==> config.mk <==
export PLATFORM = sky130hd
export DESIGN_NAME = io_port_ctrl
export DESIGN_NICKNAME = d
export VERILOG_FILES = /design/src/rtl/io_port_ctrl.sv
export SDC_FILE = /design/constraint.sdc
export NUM_CORES = 1
export LEC_CHECK = 0
export ABC_CLOCK_PERIOD_IN_PS = 2700
export CORE_MARGIN = 3
export CORE_UTILIZATION = 48
export DETAILED_ROUTE_END_ITERATION = 8
export GPL_ROUTABILITY_DRIVEN = 0
export GPL_TIMING_DRIVEN = 0
export PLACE_DENSITY = 0.8
export SLEW_MARGIN = 15
export SYNTH_ARGS = -nofsm -noshare
export SYNTH_HDL_FRONTEND = slang
export SYNTH_SLANG_ARGS = --single-unit
==> constraint.sdc <==
create_clock -name clock -period 2.7 [get_ports clock]
set_input_delay 0.675 -clock clock [delete_from_list [all_inputs] [get_ports clock]]
set_output_delay 0.675 -clock clock [all_outputs]
set_load 0.05 [all_outputs]
==> src/rtl/io_port_ctrl.sv <==
// Memory-mapped I/O controller: switch synchronise/debounce with change events,
// plus value/blanking registers driving six active-low 7-segment digits.
module io_port_ctrl #(
    parameter int DEBOUNCE_CYCLES = 4,
    parameter int SW_WIDTH        = 10
) (
    input  logic                clock,
    input  logic                reset,
    input  logic                io_sel,
    input  logic                io_we,
    input  logic [1:0]          io_addr,
    input  logic [31:0]         io_wdata,
    output logic [31:0]         io_rdata,
    input  logic [SW_WIDTH-1:0] sw,
    output logic [6:0]          hex5,
    output logic [6:0]          hex4,
    output logic [6:0]          hex3,
    output logic [6:0]          hex2,
    output logic [6:0]          hex1,
    output logic [6:0]          hex0,
    output logic                sw_irq
);

    localparam int CNT_W = $clog2(DEBOUNCE_CYCLES) + 1;
    localparam logic [CNT_W-1:0] CNT_LAST = CNT_W'(DEBOUNCE_CYCLES - 1);

    typedef enum logic [1:0] {
        ADDR_SW_STATE  = 2'd0,
        ADDR_SW_EVENT  = 2'd1,
        ADDR_HEX_VAL   = 2'd2,
        ADDR_HEX_BLANK = 2'd3
    } reg_addr_t;

    logic [SW_WIDTH-1:0] sync1;
    logic [SW_WIDTH-1:0] sync2;
    logic [SW_WIDTH-1:0] sw_db;
    logic [CNT_W-1:0]    cnt [SW_WIDTH];
    logic [SW_WIDTH-1:0] accept;
    logic [SW_WIDTH-1:0] sw_event;
    logic [SW_WIDTH-1:0] event_clear;
    logic [23:0]         hex_val;
    logic [5:0]          hex_blank;
    logic [6:0]          seg [6];
    reg_addr_t           addr;
    logic                wr;
    logic                unused_wdata;

    assign addr = reg_addr_t'(io_addr);
    assign wr   = io_sel & io_we;

    // Upper write-data bits have no backing storage in any register.
    assign unused_wdata = ^io_wdata[31:24];

    function automatic logic [6:0] seg7(input logic [3:0] v);
        case (v)
            4'h0:    seg7 = 7'b1000000;
            4'h1:    seg7 = 7'b1111001;
            4'h2:    seg7 = 7'b0100100;
            4'h3:    seg7 = 7'b0110000;
            4'h4:    seg7 = 7'b0011001;
            4'h5:    seg7 = 7'b0010010;
            4'h6:    seg7 = 7'b0000010;
            4'h7:    seg7 = 7'b1111000;
            4'h8:    seg7 = 7'b0000000;
            4'h9:    seg7 = 7'b0010000;
            4'hA:    seg7 = 7'b0001000;
            4'hB:    seg7 = 7'b0000011;
            4'hC:    seg7 = 7'b1000110;
            4'hD:    seg7 = 7'b0100001;
            4'hE:    seg7 = 7'b0000110;
            default: seg7 = 7'b0001110;
        endcase
    endfunction

    // A bit is accepted once the synchronised level has differed from sw_db
    // for DEBOUNCE_CYCLES consecutive edges.
    always_comb begin
        for (int i = 0; i < SW_WIDTH; i++) begin
            accept[i] = (sync2[i] != sw_db[i]) && (cnt[i] == CNT_LAST);
        end
    end

    // NOTE: sequential state uses <= so every flop samples pre-edge values;
    // blocking assignments here would collapse the two synchroniser stages.
    always_ff @(posedge clock) begin
        if (reset) begin
            sync1 <= '0;
            sync2 <= '0;
            sw_db <= '0;
            // NOTE: the counter array is reset too, so a reset mid-debounce
            // discards any partial count instead of letting it resume.
            for (int i = 0; i < SW_WIDTH; i++) begin
                cnt[i] <= '0;
            end
        end else begin
            sync1 <= sw;
            sync2 <= sync1;
            for (int i = 0; i < SW_WIDTH; i++) begin
                if (sync2[i] == sw_db[i]) begin
                    cnt[i] <= '0;
                end else if (accept[i]) begin
                    sw_db[i] <= sync2[i];
                    cnt[i]   <= '0;
                end else begin
                    cnt[i] <= cnt[i] + 1'b1;
                end
            end
        end
    end

    assign event_clear = (wr && addr == ADDR_SW_EVENT) ? io_wdata[SW_WIDTH-1:0] : '0;

    // A new event in the same cycle as its W1C wins, so no change is lost.
    always_ff @(posedge clock) begin
        if (reset) begin
            sw_event  <= '0;
            hex_val   <= '0;
            hex_blank <= '0;
        end else begin
            sw_event <= (sw_event & ~event_clear) | accept;
            if (wr && addr == ADDR_HEX_VAL) begin
                hex_val <= io_wdata[23:0];
            end
            if (wr && addr == ADDR_HEX_BLANK) begin
                hex_blank <= io_wdata[5:0];
            end
        end
    end

    assign sw_irq = |sw_event;

    // NOTE: io_rdata gets a default before the case so no path infers a latch.
    always_comb begin
        io_rdata = 32'h0;
        if (io_sel) begin
            case (addr)
                ADDR_SW_STATE:  io_rdata = 32'(sw_db);
                ADDR_SW_EVENT:  io_rdata = 32'(sw_event);
                ADDR_HEX_VAL:   io_rdata = {8'h00, hex_val};
                ADDR_HEX_BLANK: io_rdata = {26'h0, hex_blank};
                default:        io_rdata = 32'h0;
            endcase
        end
    end

    always_comb begin
        for (int k = 0; k < 6; k++) begin
            seg[k] = hex_blank[k] ? 7'b1111111 : seg7(hex_val[4*k +: 4]);
        end
    end

    assign hex0 = seg[0];
    assign hex1 = seg[1];
    assign hex2 = seg[2];
    assign hex3 = seg[3];
    assign hex4 = seg[4];
    assign hex5 = seg[5];

endmodule

==> impl_metrics.ini <==
[sta]
hold_violations = 0
period_needed_ns = 2.64
relSlewSlack_pct = 56.8
worst_slew_pin_slew_ns = 0.649
setup_viol = 0
skew_ns = 0.00776
setup_slack_ns = 0.0576
rsz0062_at_grt = no
setup_tns_ns = 0
period_share_pct = 97.9
slew_violations = 0
max_freq_ghz = 0.378

[global_route]
grt_usage_pct = 21.8
grt_antenna_before_repair = 0
grt_max_degree = 25
grt_pass1_vias = 5699
grt_overflow = 0
grt_pass1_wl_um = 28400

[route]
drc = 0
vias_per_cell = 5.25
vias = 5816
wl_per_cell_um = 16.1
drt_wl_total_um = 17800
drt-pass1-iter-count = 5
ant_nets = 0
drt_iter0_drc = 332

[power]
internal-power_mw = 4.01
p_sw_share_pct = 24.6
p_switching_mw = 1.31
p_comb_share_pct = 11.8
p_clk_share_pct = 45.5
seqPwrFrac_pct = 42.7
p_leak_nw = 4.00
vdd_ir_drop_max_uv = 379
power_density_nw_per_um2 = 566

[die]
io_pins = 123
die_y_um = 129
die-area_um2 = 16600
core_area_um2 = 14600
die_w_um = 129
initial_core_util_pct = 49.5
row_count = 44

[yosys]
synthesis.area_um2 = 7240
yosysMostFrequentCell = dfxtp_1
ys_types = 49
synthesis.instances = 745
synth_flop_cell = dfxtp_1
synth_area_leaders = dfxtp_1, edfxtp_1, ha_1, mux2i_1, or2_2
synth_edf_count = 30
synthArstFlopShare_pct = 0
synth.largest_area_cell = dfxtp_1
yosysWarnings = 0
yosysTopAreaCellShare_pct = 31.0
ys_seq_area_share_pct = 43.4
yosys-top-cells-count = dfxtp_1, nand2_1, nor2_1
syn_avg_cell_area_um2 = 9.72
ys_seq_elements = 142

[place]
dp_slack_ns = -1.01
port_buffers = 103
dp_hpwl_um = 13300

[setup_path]
critPathLaunchType = flop
crit_fanout = 9
r2r_start = hex_val[4]
end_kind = primary output
r2r_cells = 5
r2r_slack_ns = 0.96
critPathKind = flop to primary output
cp.required_ns = 2.03
cp.arrival_ns = 1.97

[clock_network]
clockRootBuffer = clkbuf_16
hold_buffers = 0
cts_made_buffers = 17
cts_tree = yes
cts_num_sinks = 142
clk_latency_ns = 0.43
htree_levels = 4
clkTransAtPathRegs_ns = 0.06
clock_path_buffers = 2

[run_status]
outcome = finished, final reports clean

[min_path]
hold_end = sync2[7]
hp-class = flop to flop
hold_depth = 1
min_from = sync1[7]

[cells_and_area]
drive_gt1_share_pct = 20.0
nets = 1014
fillers = 1174
postLayoutCoreUtil_pct = 64.2
syn_to_final_growth_pct = 29.7
antennaDiodeCount = 0

[job]
max-cap-violations = 0
-- layout by cell type (no fill, tap or decap), types with 5 or more instances in the layout --
cell type,n
a21o_1,5
a21oi_1,25
a21oi_2,8
a21oi_4,7
a22oi_1,7
a32o_1,5
and2_1,22
and3_1,9
buf_2,9
buf_4,29
buf_6,6
clkbuf_1,9
clkbuf_16,17
clkbuf_4,5
clkdlybuf4s15_2,8
clkdlybuf4s50_1,76
conb_1,38
dfxtp_1,112
edfxtp_1,30
ha_1,51
ha_2,5
inv_1,37
inv_2,5
mux2i_1,38
mux4_2,12
nand2_1,73
nand3_1,12
nand3b_1,13
nor2_1,64
nor2b_1,26
nor3b_1,5
o21ai_0,11
o22ai_1,15
or2_2,47
or3_1,5
xnor2_1,6
xor2_1,7
-- through the flow --
step	cells	power, mW	hold WS, ns	cell area [um^2]
global placement	1068	2.92	0.419	8700
global route	1107	5.48	0.459	9400
detailed placement	1068	2.93	0.423	8700
finish	1107	5.32	0.433	9400
floorplan	781	2.72	0.414	7440
CTS	1106	5.33	0.436	9370
-- worst max path at each step --
stage	cells after the start	endpoint	from	slack, ns
6_report	2	hex5[5]	hex_blank[5]	0.06
5_1_grt	7	io_rdata[13]	io_addr[1]	0.0005
4_1_cts	7	io_rdata[13]	io_addr[1]	0.0007
3_5_place_dp	6	io_rdata[17]	io_sel	-1.01
3_3_place_gp	6	io_rdata[17]	io_sel	-1.0
2_1_floorplan	4	io_rdata[10]	io_addr[1]	-0.20
-- routing by layer --
metal  share of wire (%)  up-vias  track usage [%]
met5                   0        -                0
met4                 1.7        0             6.92
met3                 8.1       26             6.27
met2                  47      199             35.2
met1                  43     2760             28.5
li1                    -     2831                -
-- area by class of cell --
class                           instances  area, um^2  share of cell area (%)
Clock inverter                         10         135                    1.44
Tap cell                              184         230                    2.45
Buffer                                 40         285                    3.04
Timing Repair Buffer                  112        1050                    11.2
Multi-Input combinational cell        555        3920                    41.7
Clock buffer                           22         474                    5.05
Sequential cell                       142        3140                    33.5
Inverter                               42         158                    1.68
-- power groups by stage --
stage	sequential, mW	clock (mW)	combinational, mW
detailed placement	2.32	0	0.612
CTS	2.27	2.44	0.623
finish	2.27	2.42	0.628
global route	2.28	2.53	0.674
floorplan	2.30	0	0.413
global placement	2.31	0	0.607
-- cells by family (layout without fill, tap and decap cells) --
kind of cell | Yosys count | count (layout) | synth area share, %
and+or+nand+nor | 296 | 296 | 21.0
DFF | 142 | 142 | 43.4
AOI/OAI and AO/OA | 100 | 100 | 9.19
buffers and inverters | 84 | 226 | 5.77
adders and majority gates | 56 | 56 | 9.67
muxes | 52 | 52 | 9.29
xor gates and xnor gates | 13 | 13 | 1.57
other | 2 | 38 | 0.104
-- worst max-delay path, stage by stage (launching register included) --
cell and delay (ns):
dfxtp_1 0.55, or2_2 0.19, clkdlybuf4s50_1 0.80
-- repair_timing --
item                                    in CTS  in global routing
gates resized for setup                    120                 11
pin swaps                                    7                  2
endpoints found under the setup margin      66                 23
setup buffers                                8                  1
hold endpoints to repair                     0                  0
No activity file was read; power rests on OpenSTA's default activity.
